==> src/rtl/alu_share_pkg.sv <==
// Shared definitions for the two-client ALU arbiter: FSM states, ALU control
// codes and the legal-code check used to suppress undefined operations.
package alu_share_pkg;

    typedef enum logic [1:0] {
        IDLE = 2'd0,
        EXEC = 2'd1,
        HOLD = 2'd2
    } state_t;

    localparam logic [3:0] ALU_ADD  = 4'b0000;
    localparam logic [3:0] ALU_SUB  = 4'b0001;
    localparam logic [3:0] ALU_AND  = 4'b0010;
    localparam logic [3:0] ALU_OR   = 4'b0011;
    localparam logic [3:0] ALU_XOR  = 4'b0100;
    localparam logic [3:0] ALU_SLL  = 4'b0101;
    localparam logic [3:0] ALU_SRL  = 4'b0110;
    localparam logic [3:0] ALU_SRA  = 4'b0111;
    localparam logic [3:0] ALU_SLT  = 4'b1000;
    localparam logic [3:0] ALU_SLTU = 4'b1101;
    localparam logic [3:0] ALU_PASS = 4'b1111;

    function automatic logic alu_ctr_legal(input logic [3:0] ctr);
        logic legal;
        case (ctr)
            ALU_ADD, ALU_SUB, ALU_AND, ALU_OR, ALU_XOR, ALU_SLL,
            ALU_SRL, ALU_SRA, ALU_SLT, ALU_SLTU, ALU_PASS: legal = 1'b1;
            default:                                       legal = 1'b0;
        endcase
        return legal;
    endfunction

endpackage

==> src/rtl/alu_share_arbiter_pick.sv <==
// Two-way round-robin pick: a lone requester wins; on a tie the requester that
// was not granted last time wins. Output is one-hot, or zero when nobody asks.
module alu_rr_pick2 (
    input  logic [1:0] req_valid,
    input  logic       last_grant,
    output logic [1:0] grant
);

    always_comb begin
        grant = 2'b00;
        case (req_valid)
            2'b01:   grant = 2'b01;
            2'b10:   grant = 2'b10;
            2'b11:   grant = last_grant ? 2'b01 : 2'b10;
            default: grant = 2'b00;
        endcase
    end

endmodule

==> src/rtl/alu_share_arbiter.sv <==
// Arbiter/sequencer sharing one ALU between two clients: round-robin accept,
// one registered EXEC cycle, then a held response until the owner takes it.
module alu_share_arbiter
    import alu_share_pkg::*;
#(
    parameter int XLEN = 32
) (
    input  logic                 clk,
    input  logic                 rst_n,
    input  logic [1:0]           req_valid,
    output logic [1:0]           req_ready,
    input  logic [1:0][3:0]      req_ctr,
    input  logic [1:0][XLEN-1:0] req_a,
    input  logic [1:0][XLEN-1:0] req_b,
    output logic [1:0]           rsp_valid,
    input  logic [1:0]           rsp_ready,
    output logic [XLEN-1:0]      rsp_data,
    output logic                 rsp_zero,
    output logic                 rsp_err,
    output logic [3:0]           alu_ctr,
    output logic [XLEN-1:0]      alu_a,
    output logic [XLEN-1:0]      alu_b,
    input  logic [XLEN-1:0]      alu_result,
    input  logic                 alu_zero
);

    state_t            state_reg, state_next;
    logic              last_grant_reg;
    logic              owner_reg;
    logic [3:0]        ctr_reg;
    logic [XLEN-1:0]   a_reg, b_reg;
    logic [XLEN-1:0]   rsp_data_reg;
    logic              rsp_zero_reg;
    logic              rsp_err_reg;

    logic [1:0]        grant;
    logic              win;
    logic              accept;
    logic              legal;
    logic              handshake;

    alu_rr_pick2 u_pick (
        .req_valid  (req_valid),
        .last_grant (last_grant_reg),
        .grant      (grant)
    );

    assign win       = grant[1];
    assign accept    = (state_reg == IDLE) && (grant != 2'b00);
    assign legal     = alu_ctr_legal(ctr_reg);
    assign handshake = (state_reg == HOLD) && rsp_ready[owner_reg];

    always_comb begin
        state_next = state_reg;
        case (state_reg)
            IDLE:    if (accept) state_next = EXEC;
            EXEC:    state_next = HOLD;
            HOLD:    if (handshake) state_next = IDLE;
            default: state_next = IDLE;
        endcase
    end

    always_ff @(posedge clk or negedge rst_n) begin
        if (!rst_n) begin
            state_reg      <= IDLE;
            last_grant_reg <= 1'b1;
            owner_reg      <= 1'b0;
            ctr_reg        <= 4'b0000;
            a_reg          <= '0;
            b_reg          <= '0;
            rsp_data_reg   <= '0;
            rsp_zero_reg   <= 1'b0;
            rsp_err_reg    <= 1'b0;
        end else begin
            state_reg <= state_next;
            if (accept) begin
                ctr_reg        <= req_ctr[win];
                a_reg          <= req_a[win];
                b_reg          <= req_b[win];
                owner_reg      <= win;
                last_grant_reg <= win;
            end
            // Illegal codes never reach the ALU, so their result is forced clean.
            if (state_reg == EXEC) begin
                rsp_data_reg <= legal ? alu_result : '0;
                rsp_zero_reg <= legal ? alu_zero : 1'b0;
                rsp_err_reg  <= ~legal;
            end
        end
    end

    always_comb begin
        req_ready = (state_reg == IDLE) ? grant : 2'b00;
        rsp_valid = 2'b00;
        if (state_reg == HOLD) rsp_valid = owner_reg ? 2'b10 : 2'b01;
        alu_ctr = 4'b0000;
        alu_a   = '0;
        alu_b   = '0;
        if ((state_reg == EXEC) && legal) begin
            alu_ctr = ctr_reg;
            alu_a   = a_reg;
            alu_b   = b_reg;
        end
    end

    assign rsp_data = rsp_data_reg;
    assign rsp_zero = rsp_zero_reg;
    assign rsp_err  = rsp_err_reg;

endmodule
==> config.mk <==
export PLATFORM = sky130hd
export DESIGN_NAME = alu_share_arbiter
export DESIGN_NICKNAME = d
export VERILOG_FILES = /design/src/rtl/alu_share_pkg.sv /design/src/rtl/alu_share_arbiter_pick.sv /design/src/rtl/alu_share_arbiter.sv
export SDC_FILE = /design/constraint.sdc
export NUM_CORES = 1
export LEC_CHECK = 0
export ABC_AREA = 0
export BUFFER_PORTS_ARGS = -buffer_cell sky130_fd_sc_hd__buf_2
export CORE_AREA = 2 2 111 113
export CTS_CLUSTER_SIZE = 8
export DETAILED_ROUTE_END_ITERATION = 6
export DIE_AREA = 0 0 113 115
export PLACE_DENSITY = 0.79
export SYNTH_ARGS = -nofsm -noshare
export SYNTH_HDL_FRONTEND = slang
export SYNTH_SLANG_ARGS = --single-unit
==> constraint.sdc <==
create_clock -name clk -period 1.9 [get_ports clk]
set_input_delay 0.38 -clock clk [delete_from_list [all_inputs] [get_ports clk]]
set_output_delay 0.38 -clock clk [all_outputs]
set_load 0.03 [all_outputs]
Word-level counts from Yosys, hierarchy flattened
Memory sizes are Yosys's and may differ from the RTL's.
Cells that the tools add are included.
- eq/ne operators: 7
- magnitude comparators: 2
- bitwise gates (word level): 1
- reductions and logical operators: 6
- multiplexer cells: 21
- operators by type and width (operator ; number):
    2-to-1 mux 32 bit ; 7
    2-to-1 mux 2 bit ; 6
    2-to-1 mux 4 bit ; 3
    one-hot mux 2 bit (3 select lines) ; 2
    equality test 2 bit (second input constant) ; 3
    equality test 2 x 1 -> 1 bit (second input constant) ; 2
    < comparator 1 x 2 -> 1 bit (second input constant) ; 2
    inequality test 2 bit (second input constant) ; 2
    logical AND 1 bit ; 3
    2-to-1 mux 1 bit ; 3
    zero test 2 bit ; 1
    AND reduction 2 bit ; 1
    nonzero test 2 bit ; 1
    NOT 1 bit ; 1
- memories kept: 1
- output and inout port bits: 106
- register bits: 106
- bits in read-only memories: 16
- memory list (name ; words ; bits a word ; read ports ; clocked after memory_dff ; write ports ; RTL line ; source):
    (name not given) ; 16 ; 1 ; 1 ; 0 ; 0 ; alu_share_pkg.sv:25 ; case (ctr)

Depth between registers and ports, before layout
Gate-level depths: netlist of run 1.
- depth after elaboration: 6
- mapped depth: 6
- gate-level depth less buffers: 3

Cells and area by module
A second synthesis of run 1 with hierarchy kept.
- cell total of the unflattened synthesis: 396
- area total of the unflattened synthesis: 5260.0 um^2
- modules (own cells, without submodules) (module ; area each (um^2) ; times used ; cells an instance):
    alu_share_arbiter ; 5241.3 ; 1 ; 393
    alu_rr_pick2 ; 18.8 ; 1 ; 3

Worst setup path before layout of run 1
No wires, ideal clock.
- kind: register to output
- start point: register ctr_reg[0]
- end point: output alu_a[0]
- stages on the path, launching flop included: 6
- slack: -8 ps
- data required time: 1520 ps
- arrival time: 1528 ps
- cells stage by stage: dfrtp_1 or3_4 a31oi_4 buf_6 buf_6 and2_1
- cells in the longest elaborated chain, start to end: 3
- RTL lines (item ; RTL line ; source):
    from (decl) ; alu_share_arbiter.sv:30 ; logic [3:0] ctr_reg;
    from (signal assigned) ; alu_share_arbiter.sv:77 ; ctr_reg <= req_ctr[win];
    memory (16 x 1 bit) ; - ;
    logical AND 1 bit ; alu_share_arbiter.sv:99 ; if ((state_reg == EXEC) && legal) begin
    2-to-1 mux 32 bit ; alu_share_arbiter.sv:99 ;
    to (decl) ; alu_share_arbiter.sv:21 ; output logic [XLEN-1:0] alu_a,
Every way passes these cells.

Final worst setup path of run 1
- start point: register ctr_reg[1]
- end point: output alu_b[16]
- cells in the longest elaborated chain, start to end: 3
- RTL lines (item ; RTL line ; source):
    memory (16 x 1 bit) ; - ;
    logical AND 1 bit ; alu_share_arbiter.sv:99 ;
    2-to-1 mux 32 bit ; alu_share_arbiter.sv:99 ;
    to (decl) ; alu_share_arbiter.sv:22 ; output logic [XLEN-1:0] alu_b,
Every way passes these cells.

==> metrics, run 1 <==
Synth area leader=dfrtp_1; Total Power=0.0133 W; XOR/XNOR Fraction of Synth Area=0%; Area growth syn-to-layout=48.8%; largest net degree at the start of global routing=107; MaxCap Viol Count=0; CP Max Fanout=16; Cell Int Power=0.00772 W; synth top area cells=dfrtp_1, inv_1, a222oi_1; post-layout util=65.3%; CP most frequent cell=buf_4; commonest non-fill, non-tap cell in the layout=buf_2; WL final=15900 µm; All-Layer GR Usage=22.5%; Cells after DPL=946; YS warnings=0; post-route ant nets=0; RSZ-0062 raised after global routing=true; # clock sinks=106; Synth Area in Compound Gates=19.7%; CTS root buf=clkbuf_16; crit path DAT=1930 ps; layout cells sized above 1=47.9%; DR vias=5064; critical setup path kind=reg2out; drt pass-1 iters=7; main combinational cell family by area after synthesis=compound AO/OA/AOI/OAI gates; Hold Crit Class=in2async; Static Leak=4.66 nW; initial antenna violation count=1; sequential share of the synthesized area=51.2%; Starting DRT DRC Count=593; Syn Inst Count=538; worst rel slew slack=62.5%; global route overflow=0; share of the synthesized area in the top cell type=50.7%; clock latency on the worst-skew pair=340 ps; Worst path max stage delay=400 ps; Gate power share=56.9%; Clk pwr share=13.9%; Rows=40; Port-buffer cells=280; pwr dens=1730 nW/µm²; Final min period=2310 ps; Setup crit end kind=output pin; WP buf/inv=3; failing checks=design-rule violations, negative setup slack; HPWL Detailed=10400 µm; DRC violations left=26; fin crit share=122%; Placer Congestion=0.796; number of global-route vias before repair=4787; mux contribution to synthesized area=0.217%; Seq cells post-synth=106; I/O pin count=281; worst setup margin=-409 ps; die footprint=13000 µm²; Post-Synth Adder-Cell Area=0%; Hold-fix buffers, CTS=0; Max H-tree Level=3; vias per cell=5.22; detailed-route wire length per cell=16.4 µm; Net Sw Frac=42.1%; syn_nets=713; Crit path max-delay family=simple AND/OR/NAND/NOR gates; slew at the pin with the worst max-slew slack=562 ps; Layout Nets=993; Sw Pwr=0.00562 W; status=finished with violations; Setup-failing EPs final=68; Reg power frac=29.2%; most frequent cells in the layout=buf_2, inv_1, dfrtp_1; Non-Filler Instances=971; Max stage delay cell, worst path=dfrtp_1; Syn Area/Cell=9.63 µm²; Hold Fails Final Rpt=0; TritonCTS clock tree=done; Critical Path, Cell by Cell=or3_4 > a31oi_4 > buf_4 > buf_16 > and2_2 > buf_4; CTS buffer count=9; Core ar.=11800 µm²; Mapped Area=5180 µm²; CP required=1520 ps; Pins Over Slew Limit=0; Starting Density=43.9%; Die X=113 µm; first-pass GRT wire length=23300 µm; fmax=0.433 GHz; clock-pin slew on the worst setup and hold paths=70 ps; simple-gate area share of the yosys netlist=9.39%; die height=115 µm; Worst setup SP type=flop; Worst VDD drop=845 µV; CTS max path bufs=2; Yosys cell types=20; final worst clock skew=7.62 ps
[stage by stage]
| step | worst slack, ps | hold slack [ps] | setup TNS (ps) | area, µm² |
|---|---|---|---|---|
| global route | -491 | 157 | -30640 | 7710 |
| CTS | -405 | 135 | -26130 | 7460 |
| global placement | -60.2 | 483 | -2250 | 6840 |
| floorplan | 23.5 | 84.4 | 0 | 5250 |
| detailed placement | -88.9 | 485 | -3920 | 6840 |
| finish | -409 | 115 | -25790 | 7710 |
[worst register-to-register path, stage by stage (launching register included)]
cell and delay (ps):
dfrtp_1 400, or3_4 380, a31oi_4 190, buf_4 150, buf_12 150, buf_4 210
a22o_1 160
[power groups by stage]
stage                     Sequential (W)  Combinational [W]  Clock, W
after floorplan                  0.00432            0.00400         0
after global placement           0.00386            0.00624         0
after detailed placement         0.00388            0.00634         0
after CTS                        0.00386            0.00700   0.00191
after global routing             0.00400            0.00808   0.00199
final                            0.00389            0.00759   0.00186
[synthesized netlist by cell type]
library cell and number:
or3_4 1, o21ai_0 1, a21oi_1 1, dfrtp_1 105, inv_1 207, clkbuf_1 21
a222oi_1 68, nand2_1 2, dfstp_2 1, nand2b_1 3, mux2_2 1, a31oi_4 1
nor2_1 3, buf_6 11, a21o_1 2, and2_1 68, buf_2 6, and3_1 2
o21ai_1 1, a22o_1 33
[metal layers]
metal	routed length [µm]	GRT usage, %	vias up	part of all wire [%]
li1	-	-	2303	-
met1	6120	26.9	2456	38
met2	8120	39.6	267	51
met3	1250	4.64	38	7.8
met4	456	9.67	0	2.9
met5	0	0	-	0
[cell type report]
cell class                 count  area (µm²)
antenna                        1        2.50
multi-input combinational    187        1660
timing repair buffer         307        2140
fill                         946        4100
inverter                     207         777
tap                          147         184
sequential                   106        2650
clock inverter                 6        66.3
clock buffer                  10         229
[worst paths after layout]
kind                                from           end  slack [ps]  cells after the start
setup / recovery              ctr_reg[1]     alu_b[16]        -410                      6
hold / removal                     rst_n  rsp_data[26]         110                      2
setup reg to reg              ctr_reg[1]  rsp_data[31]         210                      6
hold reg to reg             rsp_data[23]  rsp_data[23]         500                      1
max in group asynchronous          rst_n     a_reg[12]        1380                      2
min in group clk           alu_result[2]   rsp_data[2]         260                      2
[kinds of logic (layout without fill, tap and decap cells)]
kind of cell           Yosys count  count (layout)
AOI/OAI and AO/OA              107             107
muxes                            1               1
DFF                            106             106
buffers and inverters          245             530
and+or+nand+nor                 79              79
other                            0               1
[repair_timing]
| action | CTS | global route |
|---|---|---|
| hold endpoints to repair | 0 | 0 |
| gates cloned | 1 | 2 |
| pin swaps | 0 | 18 |
| setup endpoints to repair | 69 | 68 |
| buffers inserted | 3 | 2 |
| resized for setup | 96 | 66 |
No activity file was read; power rests on OpenSTA's default activity.
==> run 2, diff against run 1 <==
- CTS_BUF_LIST: not set -> sky130_fd_sc_hd__clkbuf_16
==> metrics, run 2 (synthesis results as in run 1) <==
Worst path max stage delay=400 ps (about the same); CP required=1520 ps (about the same); post-route ant nets=0 (unchanged); Setup crit end kind=output pin; failing checks=design-rule violations, negative setup slack; CTS max path bufs=2 (unchanged); slew at the pin with the worst max-slew slack=559 ps (-3.05 ps); Final min period=2310 ps (-0.622 ps); All-Layer GR Usage=22.5% (unchanged); Hold Crit Class=in2async; HPWL Detailed=10400 µm (unchanged); Critical Path, Cell by Cell=or3_4 > a31oi_4 > buf_4 > buf_16 > and2_2 > buf_4; largest net degree at the start of global routing=107 (unchanged); first-pass GRT wire length=23300 µm (unchanged); Setup-failing EPs final=68 (unchanged); critical setup path kind=reg2out; Max stage delay cell, worst path=dfrtp_1; # clock sinks=106 (unchanged); CTS buffer count=9 (unchanged); fmax=0.433 GHz (about the same); Non-Filler Instances=971 (unchanged); DRC violations left=33 (+27%); Max H-tree Level=3 (unchanged); RSZ-0062 raised after global routing=true; Cells after DPL=946 (unchanged); most frequent cells in the layout=buf_2, inv_1, dfrtp_1; worst setup margin=-408 ps (+0.622 ps); worst rel slew slack=62.7% (+0.20 points); commonest non-fill, non-tap cell in the layout=buf_2; detailed-route wire length per cell=16.4 µm (about the same); vias per cell=5.24 (+0.39%); Static Leak=4.67 nW (about the same); drt pass-1 iters=7 (unchanged); die footprint=13000 µm² (unchanged); fin crit share=121% (about the same); Worst setup SP type=flop; final worst clock skew=7.70 ps (+0.0828 ps); post-layout util=65.3% (unchanged); Die X=113 µm (unchanged); layout cells sized above 1=47.9% (unchanged); Port-buffer cells=280 (unchanged); number of global-route vias before repair=4787 (unchanged); DR vias=5084 (+0.39%); global route overflow=0 (unchanged); MaxCap Viol Count=0 (unchanged); Layout Nets=993 (unchanged); CP Max Fanout=16 (unchanged); WL final=15900 µm (about the same); Worst VDD drop=845 µV (about the same); Starting Density=43.9% (unchanged); status=finished with violations; Area growth syn-to-layout=48.8% (unchanged); die height=115 µm (unchanged); CP most frequent cell=buf_4; WP buf/inv=3 (unchanged); Placer Congestion=0.796 (unchanged); clock latency on the worst-skew pair=340 ps (about the same); initial antenna violation count=1 (unchanged); Hold Fails Final Rpt=0 (unchanged); Crit path max-delay family=simple AND/OR/NAND/NOR gates; pwr dens=1730 nW/µm² (about the same); Pins Over Slew Limit=0 (unchanged); pre-CTS setup slack=-88.9 ps (unchanged); clock-pin slew on the worst setup and hold paths=70 ps (about the same); Rows=40 (unchanged); Core ar.=11800 µm² (unchanged); TritonCTS clock tree=done; Hold-fix buffers, CTS=0 (unchanged); CTS root buf=clkbuf_16; Starting DRT DRC Count=594 (+0.17%); crit path DAT=1930 ps (about the same); I/O pin count=281 (unchanged)
run 2: changes by cell type in the layout (fill, tap and decap cells not counted), sizes merged:
| cell | previous run | this run |
|---|---|---|
| inv | 208 | 209 |
| clkbuf | 12 | 11 |
run 2: path summary, 6_finish.rpt:
check	start	endpoint	slack, ps	depth (start not counted)
setup / recovery	ctr_reg[1]	alu_b[16]	-410	6
hold / removal	rst_n	rsp_data[26]	110	2
setup reg to reg	ctr_reg[1]	rsp_data[31]	210	6
hold reg to reg	rsp_data[23]	rsp_data[23]	500	1
max in group asynchronous	rst_n	a_reg[12]	1380	2
min in group clk	alu_result[2]	rsp_data[2]	260	2
run 2: per-layer routing:
layer	wire length [µm]	global-route usage [%]	up-vias
met3	1240	4.64	40
met1	6110	26.9	2471
met4	481	9.67	0
met2	8110	39.6	270
met5	0	0	-
li1	-	-	2303
run 2: what timing repair did:
action / 4_1_cts / 5_1_grt
setup buffers: 3 / 2
pin swaps: 0 / 18
setup endpoints to repair: 69 / 68
cloned: 1 / 2
endpoints found under the hold margin: 0 / 0
resized for setup: 96 / 66
run 2: power breakdown:
| part | switching (W) | internal (W) |
|---|---|---|
| logic | 0.00422 | 0.00337 |
| registers | 0.000572 | 0.00332 |
| clock network | 0.000830 | 0.00102 |
run 2: layout make-up:
| class | count | area (µm²) |
|---|---|---|
| antenna | 1 | 2.50 |
| clock buffer | 9 | 225 |
| clock inverter | 7 | 70.1 |
| fill | 946 | 4100 |
| inverter | 207 | 777 |
| multi-input combinational | 187 | 1660 |
| sequential | 106 | 2650 |
| tap | 147 | 184 |
| timing repair buffer | 307 | 2140 |
run 2: per-stage QoR:
stage | total power (W) | cell area [µm²] | TNS (ps) | hold WS, ps
final | 0.0133 | 7710 | -25840 | 113
after global routing | 0.0141 | 7710 | -30640 | 157
after CTS | 0.0128 | 7460 | -26130 | 134
after detailed placement | 0.0102 | 6840 | -3920 | 485
after global placement | 0.0101 | 6840 | -2250 | 483
after floorplan | 0.00832 | 5250 | 0 | 84.4
